**config.mk**
```make
export PLATFORM = sky130hd
export DESIGN_NAME = demux_stream_dispatcher
export DESIGN_NICKNAME = d
export VERILOG_FILES = /design/src/rtl/demux_stream_dispatcher.sv
export SDC_FILE = /design/constraint.sdc
export NUM_CORES = 1
export LEC_CHECK = 0
export ABC_AREA = 1
export BUFFER_PORTS_ARGS = -buffer_cell sky130_fd_sc_hd__buf_4
export CORE_AREA = 3 3 40 42
export CTS_BUF_LIST = sky130_fd_sc_hd__clkbuf_4 sky130_fd_sc_hd__clkbuf_8
export CTS_CLUSTER_SIZE = 12
export DETAILED_ROUTE_END_ITERATION = 6
export DIE_AREA = 0 0 43 45
export GPL_TIMING_DRIVEN = 0
export HOLD_SLACK_MARGIN = 0.05
export PLACE_DENSITY = 0.76
export SLEW_MARGIN = 20
export SYNTH_ARGS = -nofsm -noshare
export SYNTH_HDL_FRONTEND = slang
export SYNTH_SLANG_ARGS = --single-unit
```
**constraint.sdc**
```tcl
create_clock -name clk -period 1.5 [get_ports clk]
set_input_delay 0.075 -clock clk [delete_from_list [all_inputs] [get_ports clk]]
set_output_delay 0.075 -clock clk [all_outputs]
set_load 0.1 [all_outputs]
```
**src/rtl/demux_stream_dispatcher.sv**
```systemverilog
// 1-to-N stream dispatcher: holds one beat and steers it to a single consumer,
// chosen by an explicit select or by strict round-robin rotation.
module demux_stream_dispatcher #(
    parameter int DW = 8,
    parameter int N  = 2
) (
    input  logic                  clk,
    input  logic                  rst,
    input  logic                  mode,
    input  logic [$clog2(N)-1:0]  sel_in,
    input  logic                  in_valid,
    input  logic [DW-1:0]         in_data,
    output logic                  in_ready,
    output logic [N-1:0]          out_valid,
    output logic [DW-1:0]         out_data,
    input  logic [N-1:0]          out_ready,
    output logic [$clog2(N)-1:0]  out_sel,
    output logic [7:0]            err_cnt
);

    localparam int            SW   = $clog2(N);
    localparam logic [SW:0]   N_W  = (SW+1)'(N);
    localparam logic [SW-1:0] LAST = SW'(N-1);

    typedef enum logic [0:0] {
        S_IDLE = 1'b0,
        S_HOLD = 1'b1
    } state_t;

    state_t        state_q, state_d;
    logic [DW-1:0] out_data_q, out_data_d;
    logic [SW-1:0] out_sel_q, out_sel_d;
    logic [SW-1:0] rr_ptr_q, rr_ptr_d;
    logic [7:0]    err_cnt_q, err_cnt_d;

    logic          accept_s;
    logic          deliver_s;
    logic          sel_ok_s;
    logic [SW-1:0] rr_inc_s;

    // State and datapath registers; reset wins over any accept/deliver.
    always_ff @(posedge clk) begin
        if (rst) begin
            state_q    <= S_IDLE;
            out_data_q <= '0;
            out_sel_q  <= '0;
            rr_ptr_q   <= '0;
            err_cnt_q  <= 8'd0;
        end else begin
            state_q    <= state_d;
            out_data_q <= out_data_d;
            out_sel_q  <= out_sel_d;
            rr_ptr_q   <= rr_ptr_d;
            err_cnt_q  <= err_cnt_d;
        end
    end

    // Next-state logic: capture, drop or deliver.
    always_comb begin
        state_d    = state_q;
        out_data_d = out_data_q;
        out_sel_d  = out_sel_q;
        rr_ptr_d   = rr_ptr_q;
        err_cnt_d  = err_cnt_q;
        accept_s   = in_valid & in_ready;
        deliver_s  = (state_q == S_HOLD) & out_ready[out_sel_q];
        sel_ok_s   = ({1'b0, sel_in} < N_W);
        rr_inc_s   = (rr_ptr_q == LAST) ? '0 : rr_ptr_q + SW'(1);
        if (accept_s) begin
            if (mode) begin
                state_d    = S_HOLD;
                out_data_d = in_data;
                out_sel_d  = rr_ptr_q;
                rr_ptr_d   = rr_inc_s;
            end else if (sel_ok_s) begin
                state_d    = S_HOLD;
                out_data_d = in_data;
                out_sel_d  = sel_in;
            end else begin
                // Accept while holding implies the held beat completes now.
                state_d   = S_IDLE;
                err_cnt_d = (err_cnt_q == 8'hFF) ? err_cnt_q : err_cnt_q + 8'd1;
            end
        end else if (deliver_s) begin
            state_d = S_IDLE;
        end else begin
            state_d = state_q;
        end
    end

    // Output decode: one-hot valid and flow control from the held channel.
    always_comb begin
        out_valid = '0;
        in_ready  = 1'b1;
        if (state_q == S_HOLD) begin
            out_valid[out_sel_q] = 1'b1;
            in_ready             = out_ready[out_sel_q];
        end else begin
            out_valid = '0;
            in_ready  = 1'b1;
        end
    end

    assign out_data = out_data_q;
    assign out_sel  = out_sel_q;
    assign err_cnt  = err_cnt_q;

endmodule

```
==> impl_results.md <==
- Die Footprint: 0.001935 mm²
- Total of cells resized after clock tree synthesis: 0
- Post-route minimum period: 1384 ps
- Placed wire-length estimate after detailed placement: 939.2 µm
- Number of placement rows: 13
- Placeable core region: 0.001285 mm²
- Final period util: 92.25%
- Horizontal die dimension: 43 µm
- Timing-limited maximum frequency: 722.6 MHz
- Leakage: 0.4269 nW
- Drt pass-1 iters: 4
- Sequential-to-total area share from yosys stat: 41.61%
- Number of buffers inserted during clock tree synthesis: 3
- Worst Hold Slack: 85.48 ps
- Netlist cell types: 12
- Inserted Diodes: 0
- Count of hold buffers inserted by post-cts repair: 0
- Arrival time of the worst setup path: 1310 ps
- Depth of the CTS H-tree: 1
- Worst setup path category: flop to output port
- Worst vdd rail ir drop: 0.5952 mV
- Initial antenna violation count: 0
- Routability congestion estimate: 0.6604
- DRT antenna net count: 0
- Per-cell via count in the routed design: 4.488
- Clock net sink count: 11
- Type of the tightest min-delay check: input pin to flop
- Mean post-synth cell area: 7.152 µm²
- CTS root buffer: sky130_fd_sc_hd__clkbuf_4
- Insertion delay of the later-clocked pin in the worst-skew pair: 260 ps
- Post-CTS setup buffer count: 0
- Count of buffers inserted at the top-level ports: 25
- Clock-pin slew on the worst setup and hold paths: 70 ps
- CP required: 1420 ps
- GRT Util Overall: 13.56%
- WL/cell: 9.680 µm
- Total power divided by cell area: 1163 mW/mm²
- Setup repair after global routing missed its margin: no
- Run status: finished, final reports clean
- Yosys warns: 0
- Via count of the first global-routing pass: 507
- Die height: 45 µm
- CP Capture Type: output port
- Starting density of the core: 41.19%
- Highest net fanout along the worst path: 10
- Final max-slew violation count: 0
- Share of layout cells above drive strength 1: 38.18%
- Number of nets in the layout: 126
- Vias: 561
- Area added between synthesis and finish: 50.83%
- Summed instance area of the synthesized netlist: 529.3 µm²
- Global-route wire length before repair: 2028 µm
- Largest buffer count on any clock path: 2
- TritonCTS clock tree: built
- Maximum number of pins on one net before global-route repair: 11
- Remaining DRCs: 0
- Fill cell instance count of the final layout: 129
- Worst setup skew after layout: 2.733 ps
- Yosys reg bits: 11
- 1st-iter DRT viols: 6
- Routed Wire Length: 1210 µm
- Number of top-level design ports: 35
- Post-Synthesis Cells: 74
- Kind of start point of the critical path: flop
- Final-layout setup total negative slack: 0 ps
- GRT overflow: 0
- Final setup fails: 0
- Maximum Capacitance Violations: 0
- Final hold violations: 0
==> area by class of cell <==
cell class              count  area [µm²]  share of cell area [%]
flip-flops and latches     11       224.0                   28.06
repair buffers             25       187.7                   23.51
clock buffers               4       30.03                   3.762
plain buffers              11       78.83                   9.875
inverters                   8       30.03                   3.762
multi-input cells          51       229.0                   28.68
well taps                  15       18.77                   2.351
==> power by group <==
part           internal (mW)  total (mW)  switching (mW)
combinational         0.0877       0.385           0.297
sequential             0.312       0.325          0.0132
clock                  0.121       0.218          0.0973
total                  0.521       0.928           0.407
==> metal layers <==
layer	track usage, %	vias up	routed length, µm
li1	-	289	-
met1	16.14	242	491
met2	22.75	26	583
met3	3.187	4	120
met4	7.229	0	15
met5	0	-	0
==> registers in the layout, summed over array words and instances, names as in the netlist <==
| register | count |
|---|---|
| out_data | 8 |
| out_sel | 1 |
| rr_ptr_q | 1 |
| state_q | 1 |
==> logic make-up (layout without fill, tap and decap cells) <==
kind of cell	after synthesis	count (layout)	synth area share, %
AOI/OAI and AO/OA	10	10	9.457
buffers and inverters	19	48	20.57
DFF	11	11	41.61
other	1	8	0.7085
and+or+nand+nor	33	33	27.66
==> synth_stat cells, drive strengths merged <==
master / number / area share, %
a21oi: 10 / 9.5
buf: 11 / 15
conb: 1 / 0.71
dfxtp: 11 / 42
inv: 8 / 5.7
nand2: 16 / 12
nand3: 12 / 12
nor2: 5 / 3.5
==> critical path, cell delays in order (launching register included) <==
cell	delay (ps)
sky130_fd_sc_hd__dfxtp_4	360
sky130_fd_sc_hd__inv_1	50
sky130_fd_sc_hd__nand2_1	60
sky130_fd_sc_hd__nand3_2	130
sky130_fd_sc_hd__buf_6	160
sky130_fd_sc_hd__buf_4	290
==> final timing paths <==
path              slack (ps)  cells past startpoint     endpoint   startpoint
setup reg to reg         410                      6  out_data[1]      out_sel
hold / removal            90                      3  out_data[2]   in_data[2]
hold reg to reg          460                      2  out_data[5]  out_data[5]
setup / recovery         120                      5     in_ready      out_sel
==> through the flow <==
stage | std cells | setup WS (ps) | cell area, µm² | power [mW] | utilization (%)
after CTS | 125 | 108.6 | 798.3 | 0.9306 | 62.12
after global placement | 121 | 412.1 | 768.2 | 0.7134 | 59.79
after global routing | 125 | 38.00 | 798.3 | 0.9697 | 62.12
final | 125 | 116.2 | 798.3 | 0.9281 | 62.12
after floorplan | 81 | 139.9 | 561.8 | 0.6433 | -
after detailed placement | 121 | 405.0 | 768.2 | 0.7172 | 59.79
==> cells in the final DEF (no fill, tap or decap) <==
| cell | instances |
|---|---|
| sky130_fd_sc_hd__a21oi_1 | 10 |
| sky130_fd_sc_hd__clkbuf_4 | 4 |
| sky130_fd_sc_hd__conb_1 | 8 |
| sky130_fd_sc_hd__nand2_2 | 1 |
| sky130_fd_sc_hd__buf_6 | 1 |
| sky130_fd_sc_hd__buf_1 | 2 |
| sky130_fd_sc_hd__buf_4 | 33 |
| sky130_fd_sc_hd__nand3_1 | 11 |
| sky130_fd_sc_hd__nand3_2 | 1 |
| sky130_fd_sc_hd__nor2_2 | 1 |
| sky130_fd_sc_hd__dfxtp_4 | 1 |
| sky130_fd_sc_hd__nor2_1 | 4 |
| sky130_fd_sc_hd__inv_1 | 8 |
| sky130_fd_sc_hd__dfxtp_1 | 10 |
| sky130_fd_sc_hd__nand2_1 | 15 |
Note: power is estimated with default switching activity, not from simulation.
